===== config.mk =====
export PLATFORM = sky130hd
export DESIGN_NAME = tile_draw_scheduler_flat
export DESIGN_NICKNAME = d
export VERILOG_FILES = /design/src/rtl/puzzle_draw_pkg.sv /design/src/rtl/tile_draw_scheduler_if.sv /design/src/rtl/tile_scan_counter.sv /design/src/rtl/tile_draw_scheduler.sv /design/src/flat_wrapper.sv
export SDC_FILE = /design/constraint.sdc
export NUM_CORES = 1
export LEC_CHECK = 0
export ABC_AREA = 1
export ABC_CLOCK_PERIOD_IN_PS = 5100
export BUFFER_PORTS_ARGS = -buffer_cell sky130_fd_sc_hd__buf_2
export CORE_MARGIN = 1
export CORE_UTILIZATION = 45
export CTS_CLUSTER_DIAMETER = 80
export DETAILED_ROUTE_END_ITERATION = 8
export HOLD_SLACK_MARGIN = 0.03
export PLACE_DENSITY = 0.68
export SETUP_SLACK_MARGIN = 0.2
export SYNTH_ARGS = -nofsm -noshare
export SYNTH_HDL_FRONTEND = slang
export SYNTH_SLANG_ARGS = --single-unit

===== constraint.sdc =====
create_clock -name clk -period 5.1 [get_ports clk]
set_clock_uncertainty 0.2 [all_clocks]
set_input_delay 0 -clock clk [delete_from_list [all_inputs] [get_ports clk]]
set_output_delay 0 -clock clk [all_outputs]
set_load 0.02 [all_outputs]

===== src/rtl/puzzle_draw_pkg.sv =====
// rtl/puzzle_draw_pkg.sv - shared states, board geometry and tile-origin helpers for the tile draw scheduler
package puzzle_draw_pkg;

  typedef enum logic [2:0] {
    S_IDLE,
    S_LOAD,
    S_CLEAR,
    S_GPREP,
    S_GLYPH,
    S_NEXT,
    S_FIN
  } state_t;

  localparam int TILE_PITCH           = 30;
  localparam int BOARD_X0             = 20;
  localparam int BOARD_Y0             = 0;
  localparam int GLYPH_CYCLES_DEFAULT = 111;

  function automatic logic [7:0] origin_x(input logic [3:0] idx);
    return 8'(BOARD_X0 + TILE_PITCH * int'(idx[1:0]));
  endfunction

  function automatic logic [6:0] origin_y(input logic [3:0] idx);
    return 7'(BOARD_Y0 + TILE_PITCH * int'(idx[3:2]));
  endfunction

endpackage


===== src/rtl/tile_draw_scheduler_if.sv =====
// rtl/tile_draw_scheduler_if.sv - request, glyph-drawer and pixel-write signals of the tile draw scheduler
interface tile_draw_scheduler_if;
  logic        start;
  logic [63:0] board;
  logic [7:0]  glyph_x;
  logic [6:0]  glyph_y;
  logic [7:0]  tile_x;
  logic [6:0]  tile_y;
  logic [3:0]  glyph_sel;
  logic        glyph_en;
  logic        glyph_resetn;
  logic [7:0]  x_out;
  logic [6:0]  y_out;
  logic [2:0]  colour;
  logic        plot;
  logic        busy;
  logic        done;

  modport master (
    output start, board, glyph_x, glyph_y,
    input  tile_x, tile_y, glyph_sel, glyph_en, glyph_resetn,
    input  x_out, y_out, colour, plot, busy, done
  );

  modport slave (
    input  start, board, glyph_x, glyph_y,
    output tile_x, tile_y, glyph_sel, glyph_en, glyph_resetn,
    output x_out, y_out, colour, plot, busy, done
  );
endinterface


===== src/rtl/tile_scan_counter.sv =====
// rtl/tile_scan_counter.sv - 30x30 raster counter (cx fastest) with a flag on the final pixel
module tile_scan_counter
  import puzzle_draw_pkg::*;
(
  input  logic       clk,
  input  logic       resetn,
  input  logic       clr,
  input  logic       en,
  output logic [4:0] cx,
  output logic [4:0] cy,
  output logic       last
);
  localparam logic [4:0] MAXC = 5'(TILE_PITCH - 1);

  assign last = (cx == MAXC) && (cy == MAXC);

  always_ff @(posedge clk or negedge resetn) begin
    if (!resetn) begin
      cx <= '0;
      cy <= '0;
    end else if (clr) begin
      cx <= '0;
      cy <= '0;
    end else if (en) begin
      if (cx == MAXC) begin
        cx <= '0;
        cy <= (cy == MAXC) ? 5'd0 : cy + 5'd1;
      end else begin
        cx <= cx + 5'd1;
      end
    end
  end
endmodule


===== src/rtl/tile_draw_scheduler.sv =====
// rtl/tile_draw_scheduler.sv - clears and redraws the 4x4 board tile by tile through an external glyph drawer
// Optional DIRTY_ONLY_EN: skip tiles unchanged since the last completed redraw.
module tile_draw_scheduler
  import puzzle_draw_pkg::*;
#(
  parameter logic [2:0] BG_COLOUR    = 3'b000,
  parameter logic [2:0] FG_COLOUR    = 3'b111,
  parameter int         GLYPH_CYCLES = GLYPH_CYCLES_DEFAULT
) (
  input logic                  clk,
  input logic                  resetn,
  tile_draw_scheduler_if.slave bus
);
  localparam int GW = $clog2(GLYPH_CYCLES);

  state_t        state, state_n;
  logic [3:0]    idx, idx_inc;
  logic [63:0]   board_q;
  logic [7:0]    tile_x;
  logic [6:0]    tile_y;
  logic [3:0]    glyph_sel;
  logic [GW-1:0] gcnt;
  logic [4:0]    cx, cy;
  logic          scan_last;
  logic          first_clean, next_clean;
  logic [7:0]    x_out;
  logic [6:0]    y_out;
  logic [2:0]    colour;
  logic          plot, glyph_en, glyph_resetn;

  assign idx_inc = idx + 4'd1;

  tile_scan_counter u_scan (
    .clk    (clk),
    .resetn (resetn),
    .clr    (state == S_LOAD),
    .en     (state == S_CLEAR),
    .cx     (cx),
    .cy     (cy),
    .last   (scan_last)
  );

`ifdef DIRTY_ONLY_EN
  logic [63:0] shadow;

  always_ff @(posedge clk or negedge resetn) begin
    if (!resetn)
      shadow <= '0;
    else if (state == S_FIN)
      shadow <= board_q;
  end

  // Tile 0 is judged from the live board because the latch happens in the same cycle.
  assign first_clean = (bus.board[3:0] == shadow[3:0]);
  assign next_clean  = (board_q[{idx_inc, 2'b00} +: 4] == shadow[{idx_inc, 2'b00} +: 4]);
`else
  assign first_clean = 1'b0;
  assign next_clean  = 1'b0;
`endif

  always_ff @(posedge clk or negedge resetn) begin
    if (!resetn) begin
      state     <= S_IDLE;
      idx       <= '0;
      board_q   <= '0;
      tile_x    <= '0;
      tile_y    <= '0;
      glyph_sel <= '0;
      gcnt      <= '0;
    end else begin
      state <= state_n;
      case (state)
        S_IDLE: if (bus.start) begin
          board_q <= bus.board;
          idx     <= '0;
        end
        S_LOAD: begin
          tile_x    <= origin_x(idx);
          tile_y    <= origin_y(idx);
          glyph_sel <= board_q[{idx, 2'b00} +: 4];
        end
        S_GPREP: gcnt <= '0;
        S_GLYPH: gcnt <= gcnt + 1'b1;
        S_NEXT:  if (idx != 4'd15) idx <= idx_inc;
        default: ;
      endcase
    end
  end

  always_comb begin
    state_n      = state;
    x_out        = '0;
    y_out        = '0;
    colour       = '0;
    plot         = 1'b0;
    glyph_en     = 1'b0;
    glyph_resetn = 1'b0;
    case (state)
      S_IDLE:  if (bus.start) state_n = first_clean ? S_NEXT : S_LOAD;
      S_LOAD:  state_n = S_CLEAR;
      S_CLEAR: begin
        x_out  = tile_x + {3'b000, cx};
        y_out  = tile_y + {2'b00, cy};
        colour = BG_COLOUR;
        plot   = 1'b1;
        if (scan_last) state_n = (glyph_sel == 4'd0) ? S_NEXT : S_GPREP;
      end
      S_GPREP: state_n = S_GLYPH;
      S_GLYPH: begin
        x_out        = bus.glyph_x;
        y_out        = bus.glyph_y;
        colour       = FG_COLOUR;
        plot         = 1'b1;
        glyph_en     = 1'b1;
        glyph_resetn = 1'b1;
        if (gcnt == GW'(GLYPH_CYCLES - 1)) state_n = S_NEXT;
      end
      S_NEXT: begin
        if (idx == 4'd15)    state_n = S_FIN;
        else if (next_clean) state_n = S_NEXT;
        else                 state_n = S_LOAD;
      end
      S_FIN:   state_n = S_IDLE;
      default: state_n = S_IDLE;
    endcase
  end

  assign bus.tile_x       = tile_x;
  assign bus.tile_y       = tile_y;
  assign bus.glyph_sel    = glyph_sel;
  assign bus.glyph_en     = glyph_en;
  assign bus.glyph_resetn = glyph_resetn;
  assign bus.x_out        = x_out;
  assign bus.y_out        = y_out;
  assign bus.colour       = colour;
  assign bus.plot         = plot;
  assign bus.busy         = (state != S_IDLE);
  assign bus.done         = (state == S_FIN);
endmodule


===== src/flat_wrapper.sv =====
// flat-port wrapper written by rule: the top's interface ports become plain ports
module tile_draw_scheduler_flat import puzzle_draw_pkg::*;
#(
  parameter logic [2:0] BG_COLOUR    = 3'b000,
  parameter logic [2:0] FG_COLOUR    = 3'b111,
  parameter int         GLYPH_CYCLES = GLYPH_CYCLES_DEFAULT
)
  (clk, resetn, bus_start, bus_board, bus_glyph_x, bus_glyph_y, bus_tile_x, bus_tile_y, bus_glyph_sel, bus_glyph_en, bus_glyph_resetn, bus_x_out, bus_y_out, bus_colour, bus_plot, bus_busy, bus_done);
  tile_draw_scheduler_if bus_i ();
  input logic clk;
  input logic resetn;
  input wire logic [$bits(bus_i.start)-1:0] bus_start;
  input wire logic [$bits(bus_i.board)-1:0] bus_board;
  input wire logic [$bits(bus_i.glyph_x)-1:0] bus_glyph_x;
  input wire logic [$bits(bus_i.glyph_y)-1:0] bus_glyph_y;
  output wire logic [$bits(bus_i.tile_x)-1:0] bus_tile_x;
  output wire logic [$bits(bus_i.tile_y)-1:0] bus_tile_y;
  output wire logic [$bits(bus_i.glyph_sel)-1:0] bus_glyph_sel;
  output wire logic [$bits(bus_i.glyph_en)-1:0] bus_glyph_en;
  output wire logic [$bits(bus_i.glyph_resetn)-1:0] bus_glyph_resetn;
  output wire logic [$bits(bus_i.x_out)-1:0] bus_x_out;
  output wire logic [$bits(bus_i.y_out)-1:0] bus_y_out;
  output wire logic [$bits(bus_i.colour)-1:0] bus_colour;
  output wire logic [$bits(bus_i.plot)-1:0] bus_plot;
  output wire logic [$bits(bus_i.busy)-1:0] bus_busy;
  output wire logic [$bits(bus_i.done)-1:0] bus_done;
  assign bus_i.start = bus_start;
  assign bus_i.board = bus_board;
  assign bus_i.glyph_x = bus_glyph_x;
  assign bus_i.glyph_y = bus_glyph_y;
  assign bus_tile_x = bus_i.tile_x;
  assign bus_tile_y = bus_i.tile_y;
  assign bus_glyph_sel = bus_i.glyph_sel;
  assign bus_glyph_en = bus_i.glyph_en;
  assign bus_glyph_resetn = bus_i.glyph_resetn;
  assign bus_x_out = bus_i.x_out;
  assign bus_y_out = bus_i.y_out;
  assign bus_colour = bus_i.colour;
  assign bus_plot = bus_i.plot;
  assign bus_busy = bus_i.busy;
  assign bus_done = bus_i.done;
  tile_draw_scheduler #(.BG_COLOUR(BG_COLOUR), .FG_COLOUR(FG_COLOUR), .GLYPH_CYCLES(GLYPH_CYCLES)) u_core (.clk(clk), .resetn(resetn), .bus(bus_i));
endmodule

==> results_dict.tcl, run 1 <==
set metrics [dict create \
    ys_warn_count 0 \
    ant_nets 0 \
    areaGrowthSynthToFinish_pct 27.45 \
    row_count 40 \
    start_util_pct 46.84 \
    drc 0 \
    die_x_um 114.8 \
    cts_hold_buf 66 \
    die_height_um 114.8 \
    synthFlopType "dfrtp_1" \
    ys_top_cells_by_area "dfrtp_1 45%, nand2_1 25%, nand3_1 5.3%" \
    synth_edf_count 0 \
    pwr-share-clk_pct 20.0 \
    intPower_w 0.002019 \
    synth_area_um2 5720 \
    drive_gt1_share_pct 17.06 \
    worstHoldPathType "primary input to asynchronous set/reset pin" \
    synth_area_leader_cell "dfrtp_1" \
    cp_max_fo 66 \
    synth.top_cell.area_share_pct 45.49 \
    worst_slack_ns 2.495 \
    max-vdd-ir-drop_mv 0.2660 \
    die_area_um2 13170 \
    syn_area_per_cell_um2 7.497 \
    post_cts_resized 0 \
    routed_wl_mm 14.82 \
    post_drt_via_cell_ratio 4.962 \
    grt.overflow.total 0 \
    ys_async_sr_fraction_pct 100.0 \
    wl_per_cell_um 13.47 \
    place_ws_ns 2.449 \
    grt.total_usage_pct 24.16 \
    portBuffers 121 \
    post-cts-setup-buffers 0 \
    hpwl_mm 9.396 \
    rsz0062_at_grt "false" \
    final_common_cell "nand2_1" \
    outcome "finished, final reports clean" \
    final_max_slew_viol_count 0 \
    arrival_ns 2.68 \
    core_um2 12210 \
    p_sw_w 0.001485 \
    ys_types 33 \
    tightest_slew_ns 1.085 \
    crit_path_start_kind "flip-flop" \
    switching_share_pct 42.38 \
    fmax_mhz 383.9 \
    layout_common_cells "379 x nand2_1, 120 x buf_2, 104 x dfrtp_1" \
    insertion_delay_ns 0.35 \
    power_frac_comb_pct 40.9 \
    path_clk_slew_ns 0.07 \
    synth-seq-cells 104 \
    period_share_pct 51.07 \
    drt_iter0_drc 373 \
    antenna_found_initial 0 \
    slew_headroom_pct 27.57 \
    endpoint_kind "flip-flop" \
    grt_max_degree 67 \
    grt_pass1_vias 5189 \
    min_period_ns 2.605 \
    required_ns 5.18 \
    gp_congestion 0.8077 \
    crit_type "flip-flop to flip-flop" \
    p_leak_nw 4.023 \
    numCtsBuffers 9 \
    drv_cap 0 \
    hold_viol 0 \
    io-pin-count 124 \
    firstDrtPassIters 5 \
    clock_tree.buffer_depth 2 \
    clockRootBuffer "clkbuf_16" \
    tritoncts "done" \
    vias 5458 \
    htreeDepth 3 \
    syn_inst 763 \
    finalSetupViolCount 0 \
    seq_power_share_pct 39.1 \
    final.setup.tns_ns 0 \
    power_w 0.003504 \
    grt_pass1_wl_mm 24.78 \
    p_per_area_nw_per_um2 480.7 \
    nNetsFinal 1035 \
    diodes 0 \
    cts.sinks 104 \
    seq_area_frac_synth_pct 45.49 \
]
-- critical path, cell delays in order (launching register included) --
cell and delay, ns:
dfrtp_1 0.47, nor2_4 0.17, nand2_2 0.10, nor2_4 0.08, buf_4 0.48, inv_2 0.59, nand2_2 0.27, nand4_1 0.10
o21ai_1 0.08
-- final timing paths --
kind / slack (ns) / endpoint / cells after the start / from
max: 2.50 / u_core.idx[3] / 8 / u_core.state[0]
min: 0.07 / u_core.board_q[17] / 2 / resetn
max reg2reg: 2.50 / u_core.idx[3] / 8 / u_core.state[0]
min reg2reg: 0.27 / u_core.board_q[37] / 2 / u_core.board_q[37]
max in group asynchronous: 3.56 / u_core.board_q[55] / 3 / resetn
min in group clk: 0.12 / bus_x_out[4] / 4 / bus_glyph_x[4]
-- cells in the mapped netlist, types with 2 or more instances --
master and instances:
o22ai_1 3, nor2_1 18, a21oi_1 18, buf_4 17, or2_2 3, inv_1 33, nand2_2 3, o21ai_0 36
buf_2 14, inv_2 6, nor3_1 3, dfrtp_1 104, ha_1 23, nand3_1 61, nor2_4 2, clkbuf_1 5
fa_1 2, xor2_1 5, a22o_1 5, nand2_1 379, nand4_1 9, a32o_1 3
-- flip-flops by register name (all words and copies together), names as in the netlist --
| signal | flops |
|---|---|
| u_core.board_q | 64 |
| u_core.bus.glyph_sel | 4 |
| u_core.bus.tile_x | 7 |
| u_core.bus.tile_y | 5 |
| u_core.gcnt | 7 |
| u_core.idx | 4 |
| u_core.state | 3 |
| u_core.u_scan.cx | 5 |
| u_core.u_scan.cy | 5 |
-- power by group through the flow --
stage / sequential (W) / combinational [W] / clock [W]
6_report: 0.00137 / 0.00143 / 0.000701
5_1_grt: 0.00141 / 0.00165 / 0.000742
4_1_cts: 0.00137 / 0.00145 / 0.000712
3_5_place_dp: 0.00138 / 0.00140 / 0
3_3_place_gp: 0.00138 / 0.00137 / 0
2_1_floorplan: 0.00137 / 0.00105 / 0
-- routing by layer --
metal / up-vias / routed length, um / track usage [%] / share of wire (%)
li1: 2745 / - / - / -
met1: 2533 / 6611 / 31.95 / 45
met3: 13 / 905 / 5.324 / 6.1
met4: 0 / 128 / 5.195 / 0.86
met5: - / 0 / 0 / 0
met2: 167 / 7173 / 40.89 / 48
-- kinds of logic (layout without fill, tap and decap cells) --
logic type      Yosys count  in the layout  synth area share, %
buf+inv                  77            245                6.649
compound gates           68             68                6.715
flops                   104            104                45.49
xor+xnor                  5              5               0.7655
other cells               1              2              0.06555
simple gates            483            483                34.58
fa+ha+maj                25             25                5.731
-- area by class of cell --
class                      count  area (um^2)
tap                          168        210.2
multi-input combinational    583         2741
sequential                   104         2603
fill                        1161         4921
inverter                      40        152.6
clock inverter                 6        67.56
timing repair buffer         190         1291
clock buffer                   9        225.2
-- stage by stage --
stage               hold slack, ns  instances  util (%)  cell area, um^2
finish                     0.06903       1100     59.70             7291
global route                0.1352       1100     59.70             7291
CTS                        0.09404       1100     59.70             7291
detailed placement        -0.08493       1019     51.90             6337
global placement          -0.08976       1019     51.90             6337
floorplan                  -0.4956        764         -             5724
No activity file was read; power rests on OpenSTA's default activity.
==> inputs of run 2 (changes only) <==
--- a/config.mk
+++ b/config.mk
@@ -5,15 +5,15 @@
 export SDC_FILE = /design/constraint.sdc
 export NUM_CORES = 1
 export LEC_CHECK = 0
-export ABC_AREA = 1
-export ABC_CLOCK_PERIOD_IN_PS = 5100
+export ABC_AREA = 0
+export ABC_CLOCK_PERIOD_IN_PS = 2200
 export BUFFER_PORTS_ARGS = -buffer_cell sky130_fd_sc_hd__buf_2
 export CORE_MARGIN = 1
 export CORE_UTILIZATION = 45
 export CTS_CLUSTER_DIAMETER = 80
 export DETAILED_ROUTE_END_ITERATION = 8
 export HOLD_SLACK_MARGIN = 0.03
-export PLACE_DENSITY = 0.68
+export PLACE_DENSITY = 0.71
 export SETUP_SLACK_MARGIN = 0.2
 export SYNTH_ARGS = -nofsm -noshare
 export SYNTH_HDL_FRONTEND = slang
==> constraint.sdc (replaced) <==
create_clock -name clk -period 2.2 [get_ports clk]
set_clock_uncertainty 0.2 [all_clocks]
set_input_delay 0 -clock clk [delete_from_list [all_inputs] [get_ports clk]]
set_output_delay 0 -clock clk [all_outputs]
set_load 0.02 [all_outputs]
==> results_dict.tcl, run 2 <==
set metrics [dict create \
    ys_async_sr_fraction_pct 100.0 \
    wl_per_cell_um 18.55 \
    outcome "finished with violations" \
    syn_inst 486 \
    die_height_um 113.1 \
    io-pin-count 124 \
    synth.top_cell.area_share_pct 46.86 \
    row_count 40 \
    worst_slack_ns -0.05484 \
    required_ns 2.00 \
    grt.total_usage_pct 24.76 \
    finalSetupViolCount 2 \
    final_common_cell "buf_2" \
    drc 0 \
    gp_congestion 0.8224 \
    p_leak_nw 3.911 \
    syn_area_per_cell_um2 11.43 \
    grt.overflow.total 0 \
    synthFlopType "dfrtp_1" \
    rsz0062_at_grt "true" \
    yosysMostFrequentCell "dfrtp_1" \
    p_sw_w 0.0009116 \
    fmax_mhz 443.5 \
    clock_tree.buffer_depth 2 \
    cp_max_fo 3 \
    max-vdd-ir-drop_mv 0.4147 \
    core_um2 12010 \
    top_register "u_core.board_q" \
    yosys-top-cells-count "104 x dfrtp_1, 60 x mux2_1, 51 x nand2_1, 23 x ha_1, 21 x o21ai_0" \
    hold_viol 0 \
    switching_share_pct 22.54 \
    worstHoldPathType "primary input to asynchronous set/reset pin" \
    vias 4803 \
    arrival_ns 2.05 \
    intPower_w 0.003133 \
    die_x_um 113.1 \
    violations "negative setup slack" \
    place_ws_ns 0.1009 \
    grt_max_degree 65 \
    synth_edf_count 0 \
    crit_type "flip-flop to primary output" \
    die_area_um2 12790 \
    synth-seq-cells 104 \
    numCtsBuffers 9 \
    endpoint_kind "primary output" \
    grt_pass1_vias 4886 \
    htreeDepth 3 \
    portBuffers 121 \
    drv_cap 0 \
    crit_path_start_kind "flip-flop" \
    final_max_slew_viol_count 0 \
    p_per_area_nw_per_um2 486.6 \
    diodes 0 \
    drive_gt1_share_pct 46.16 \
    ant_nets 0 \
    insertion_delay_ns 0.34 \
    cts.sinks 104 \
    fill_cells 844 \
    post_drt_via_cell_ratio 5.559 \
    path_clk_slew_ns 0.07 \
    power_frac_comb_pct 8.7 \
    ys_warn_count 0 \
    power_w 0.004044 \
    seq_power_share_pct 49.6 \
    clockRootBuffer "clkbuf_16" \
    seq_area_frac_synth_pct 46.86 \
    nNetsFinal 819 \
    ys_types 55 \
    firstDrtPassIters 4 \
    min_period_ns 2.255 \
    period_share_pct 102.5 \
    final.setup.tns_ns -0.08197 \
    tritoncts "done" \
    drt_iter0_drc 237 \
    reg_top3 "u_core.board_q: 64 flops, u_core.bus.tile_x: 7 flops, u_core.gcnt: 7 flops" \
    areaGrowthSynthToFinish_pct 49.63 \
    largest_reg_flops 64 \
    start_util_pct 46.24 \
    synth_area_um2 5554 \
    ys_top_cells_by_area "dfrtp_1 47%, mux2_1 12%, ha_1 5.2%" \
    antenna_found_initial 0 \
    layout_common_cells "107 x buf_2, 96 x dfrtp_1, 65 x dlygate4sd3_1" \
    pwr-share-clk_pct 41.7 \
    synth_area_leader_cell "dfrtp_1" \
    hpwl_mm 9.341 \
    routed_wl_mm 16.02 \
    grt_pass1_wl_mm 24.68 \
]
[run 2: logic make-up after synthesis]
| group | count (synthesis) | share of synthesized area, % |
|---|---|---|
| AND/OR/NAND/NOR | 123 | 11.56 |
| flip-flops | 104 | 46.86 |
| AO/OA/AOI/OAI | 93 | 10.81 |
| multiplexers | 86 | 19.67 |
| buffers and inverters | 47 | 4.032 |
| adder cells (fa/ha/maj) | 25 | 5.902 |
| XOR/XNOR | 7 | 1.104 |
| other | 1 | 0.06752 |
[run 2: through the flow]
step | util [%] | area (um^2) | cells | hold WS (ns)
after global routing | 69.19 | 8310 | 864 | 0.04033
final | 69.19 | 8310 | 864 | 0.01375
after CTS | 66.20 | 7951 | 845 | 0.03016
after detailed placement | 53.40 | 6414 | 744 | -0.2311
after global placement | 53.40 | 6414 | 744 | -0.2359
after floorplan | - | 5564 | 487 | -0.4956
[run 2: worst max-delay path, cell delays in order, from the launching register on]
cell,delay (ns)
dfrtp_1,0.40
ha_2,0.19
fa_2,0.35
a21o_1,0.17
a21oi_2,0.18
xor2_1,0.21
o21ai_2,0.06
buf_2,0.15
[run 2: path summary, 6_finish.rpt]
kind,from,to,slack [ns],depth (start not counted)
min in group clk,bus_start,u_core.state[1],0.02,5
max in group asynchronous,resetn,u_core.idx[0],1.51,3
setup / recovery,u_core.u_scan.cx[1],bus_x_out[5],-0.05,7
setup reg to reg,u_core.state[0],u_core.board_q[36],0.14,7
hold / removal,resetn,u_core.gcnt[2],0.01,3
hold reg to reg,u_core.gcnt[6],u_core.gcnt[6],0.28,1
[run 2: timing repair]
item,in CTS,in global routing
setup buffers,18,14
hold buffers,66,0
gates cloned,1,5
pin swaps,11,25
hold endpoints to repair,168,0
setup endpoints to repair,23,100
resized for setup,115,56
[run 2: area by class of cell]
cell class | count | area [um^2] | area share [%]
multi-input combinational | 336 | 3162 | 38.05
sequential | 104 | 2613 | 31.44
timing repair buffer | 248 | 1986 | 23.89
tap | 147 | 183.9 | 2.213
inverter | 13 | 53.80 | 0.6474
clock inverter | 6 | 73.82 | 0.8883
clock buffer | 10 | 239.0 | 2.876
[run 2: metal layers]
layer	global-route usage [%]	wire length, um	part of all wire, %	vias up
li1	-	-	-	2227
met1	31.47	6803	42	2370
met2	43.31	8059	50	173
met3	3.535	706	4.4	33
met4	8.684	455	2.8	0
met5	0	0	0	-
[run 2: power groups by stage]
stage	sequential [W]	combinational [W]	clock, W
after floorplan	0.00203	0.0000709	0
after CTS	0.00200	0.000345	0.00169
after global placement	0.00203	0.000192	0
after global routing	0.00201	0.000379	0.00179
final	0.00201	0.000351	0.00169
after detailed placement	0.00204	0.000199	0
==> inputs of run 3 (changes only) <==
--- a/config.mk
+++ b/config.mk
@@ -6,14 +6,15 @@
 export NUM_CORES = 1
 export LEC_CHECK = 0
 export ABC_AREA = 0
-export ABC_CLOCK_PERIOD_IN_PS = 2200
+export ABC_CLOCK_PERIOD_IN_PS = 2800
 export BUFFER_PORTS_ARGS = -buffer_cell sky130_fd_sc_hd__buf_2
 export CORE_MARGIN = 1
-export CORE_UTILIZATION = 45
+export CORE_UTILIZATION = 59
 export CTS_CLUSTER_DIAMETER = 80
 export DETAILED_ROUTE_END_ITERATION = 8
 export HOLD_SLACK_MARGIN = 0.03
-export PLACE_DENSITY = 0.71
+export PLACE_DENSITY = 0.86
+export REMOVE_ABC_BUFFERS = 1
 export SETUP_SLACK_MARGIN = 0.2
 export SYNTH_ARGS = -nofsm -noshare
 export SYNTH_HDL_FRONTEND = slang
==> constraint.sdc (replaced) <==
create_clock -name clk -period 2.8 [get_ports clk]
set_clock_uncertainty 0.2 [all_clocks]
set_input_delay 0 -clock clk [delete_from_list [all_inputs] [get_ports clk]]
set_output_delay 0 -clock clk [all_outputs]
set_load 0.02 [all_outputs]
==> results_dict.tcl, run 3 (same netlist as run 2, synthesis figures left out) <==
set metrics [dict create \
    drt_iter0_drc 356 \
    switching_share_pct 25.29 \
    p_leak_nw 3.453 \
    fill_cells 537 \
    cts.sinks 104 \
    crit_type "flip-flop to primary output" \
    seq_power_share_pct 57.1 \
    firstDrtPassIters 4 \
    required_ns 2.60 \
    final_max_slew_viol_count 0 \
    rsz0062_at_grt "false" \
    layout_common_cells "120 x buf_2, 101 x dfrtp_1, 67 x dlygate4sd3_1" \
    grt_max_degree 65 \
    htreeDepth 3 \
    fmax_mhz 409.9 \
    reg_top3 "u_core.board_q: 64 flops, u_core.bus.tile_x: 7 flops, u_core.gcnt: 7 flops" \
    path_clk_slew_ns 0.10 \
    numCtsBuffers 9 \
    die_height_um 99.03 \
    ant_nets 0 \
    wl_per_cell_um 19.33 \
    min_period_ns 2.440 \
    p_sw_w 0.0006995 \
    core_um2 9196 \
    drive_gt1_share_pct 26.91 \
    grt_pass1_vias 4740 \
    die_area_um2 9806 \
    arrival_ns 2.24 \
    power_w 0.002766 \
    ff2ff_path_depth 4 \
    vias 4758 \
    clockRootBuffer "clkbuf_8" \
    grt.overflow.total 0 \
    finalSetupViolCount 0 \
    cp_max_fo 6 \
    min_from "bus_glyph_y[3]" \
    largest_reg_flops 64 \
    endpoint_kind "primary output" \
    grt_pass1_wl_mm 24.52 \
    max-vdd-ir-drop_mv 0.4425 \
    insertion_delay_ns 0.37 \
    start_util_pct 60.39 \
    worstHoldPathType "primary input to primary output" \
    hold_viol 0 \
    gp_congestion 0.8674 \
    drv_cap 0 \
    outcome "finished, final reports clean" \
    slew_headroom_pct 48.91 \
    die_x_um 99.03 \
    power_frac_comb_pct 8.7 \
    worstReg2RegStart "u_core.idx[0]" \
    top_register "u_core.board_q" \
    clock_tree.buffer_depth 2 \
    place_inst 696 \
    period_share_pct 87.13 \
    post_drt_via_cell_ratio 6.100 \
    crit_path_start_kind "flip-flop" \
    intPower_w 0.002067 \
    stdcell_count 780 \
    final.setup.tns_ns 0 \
    routed_wl_mm 15.08 \
    r2r_slack_ns 0.49 \
    hpwl_mm 8.924 \
    cp-startpoint "u_core.u_scan.cx[1]" \
    areaGrowthSynthToFinish_pct 28.34 \
    tritoncts "done" \
    tightest_slew_ns 0.7664 \
    p_per_area_nw_per_um2 388.1 \
    nNetsFinal 771 \
    worst_hold_slack_ns 0.1203 \
    grt.total_usage_pct 32.81 \
    antenna_found_initial 0 \
    final_common_cell "buf_2" \
    holdPathStages 4 \
    pwr-share-clk_pct 34.1 \
    row_count 35 \
    drc 0 \
    io-pin-count 124 \
    diodes 0 \
    fin_util_pct 77.51 \
    portBuffers 121 \
]
## run 3: changes by cell type in the layout (fill, tap and decap cells not counted), moves of 6 or more
cell and delta:
clkbuf_8 +9, o21ai_0 +10, mux2_4 -64, clkbuf_16 -11
o21ai_1 -6, ha_1 +7, buf_6 -20, buf_4 -32
mux2_1 +60, buf_2 +13, buf_12 -7
## run 3: layout make-up
class | count | area, um^2 | area share (%)
clock inverter | 6 | 57.56 | 0.8074
tap | 111 | 138.9 | 1.948
sequential | 104 | 2606 | 36.56
inverter | 13 | 51.30 | 0.7197
timing repair buffer | 200 | 1401 | 19.66
clock buffer | 10 | 137.6 | 1.931
multi-input combinational | 336 | 2735 | 38.37
## run 3: critical path: stages, from the launching register on
cell and delay [ns]:
dfrtp_2 0.45, ha_1 0.22, fa_1 0.41, a21o_1 0.19
a21oi_2 0.20, xor2_1 0.18, o21ai_1 0.07, buf_2 0.16
## run 3: worst paths after layout
| kind | endpoint |
|---|---|
| worst min-delay path | bus_y_out[3] |
| max in group asynchronous | u_core.bus.glyph_sel[0] |
| min in group asynchronous | u_core.board_q[37] |
| worst max register to register | u_core.bus.glyph_sel[3] |
| worst min register to register | u_core.gcnt[6] |
| worst max-delay path | bus_x_out[5] |
## run 3: routing by layer
layer	up-vias	wire, um	share of wire (%)	GRT usage [%]
met2	256	7798	52	57.93
met4	0	448	3.0	11.60
met1	2341	5832	39	41.22
met5	-	0	0	0
li1	2123	-	-	-
met3	38	996	6.6	4.894
## run 3: repair_timing
action / 4_1_cts / 5_1_grt
hold buffers: 68 / 0
endpoints found under the setup margin: 0 / 9
gates resized for setup: 0 / 7
setup buffers: 0 / 0
hold endpoints to repair: 163 / 0
## run 3: power groups by stage
stage | clock (W) | combinational, W | sequential, W
5_1_grt | 0.00101 | 0.000262 | 0.00158
3_5_place_dp | 0 | 0.000152 | 0.00160
2_1_floorplan | 0 | 0.0000536 | 0.00159
6_report | 0.000944 | 0.000242 | 0.00158
4_1_cts | 0.000937 | 0.000231 | 0.00157
3_3_place_gp | 0 | 0.000143 | 0.00160
## run 3: stage by stage
step / instance area (um^2) / setup WS, ns
finish: 7128 / 0.3602
global route: 7128 / 0.2018
CTS: 7118 / 0.2322
detailed placement: 6225 / 0.5436
global placement: 6225 / 0.6335
floorplan: 5383 / -0.2549
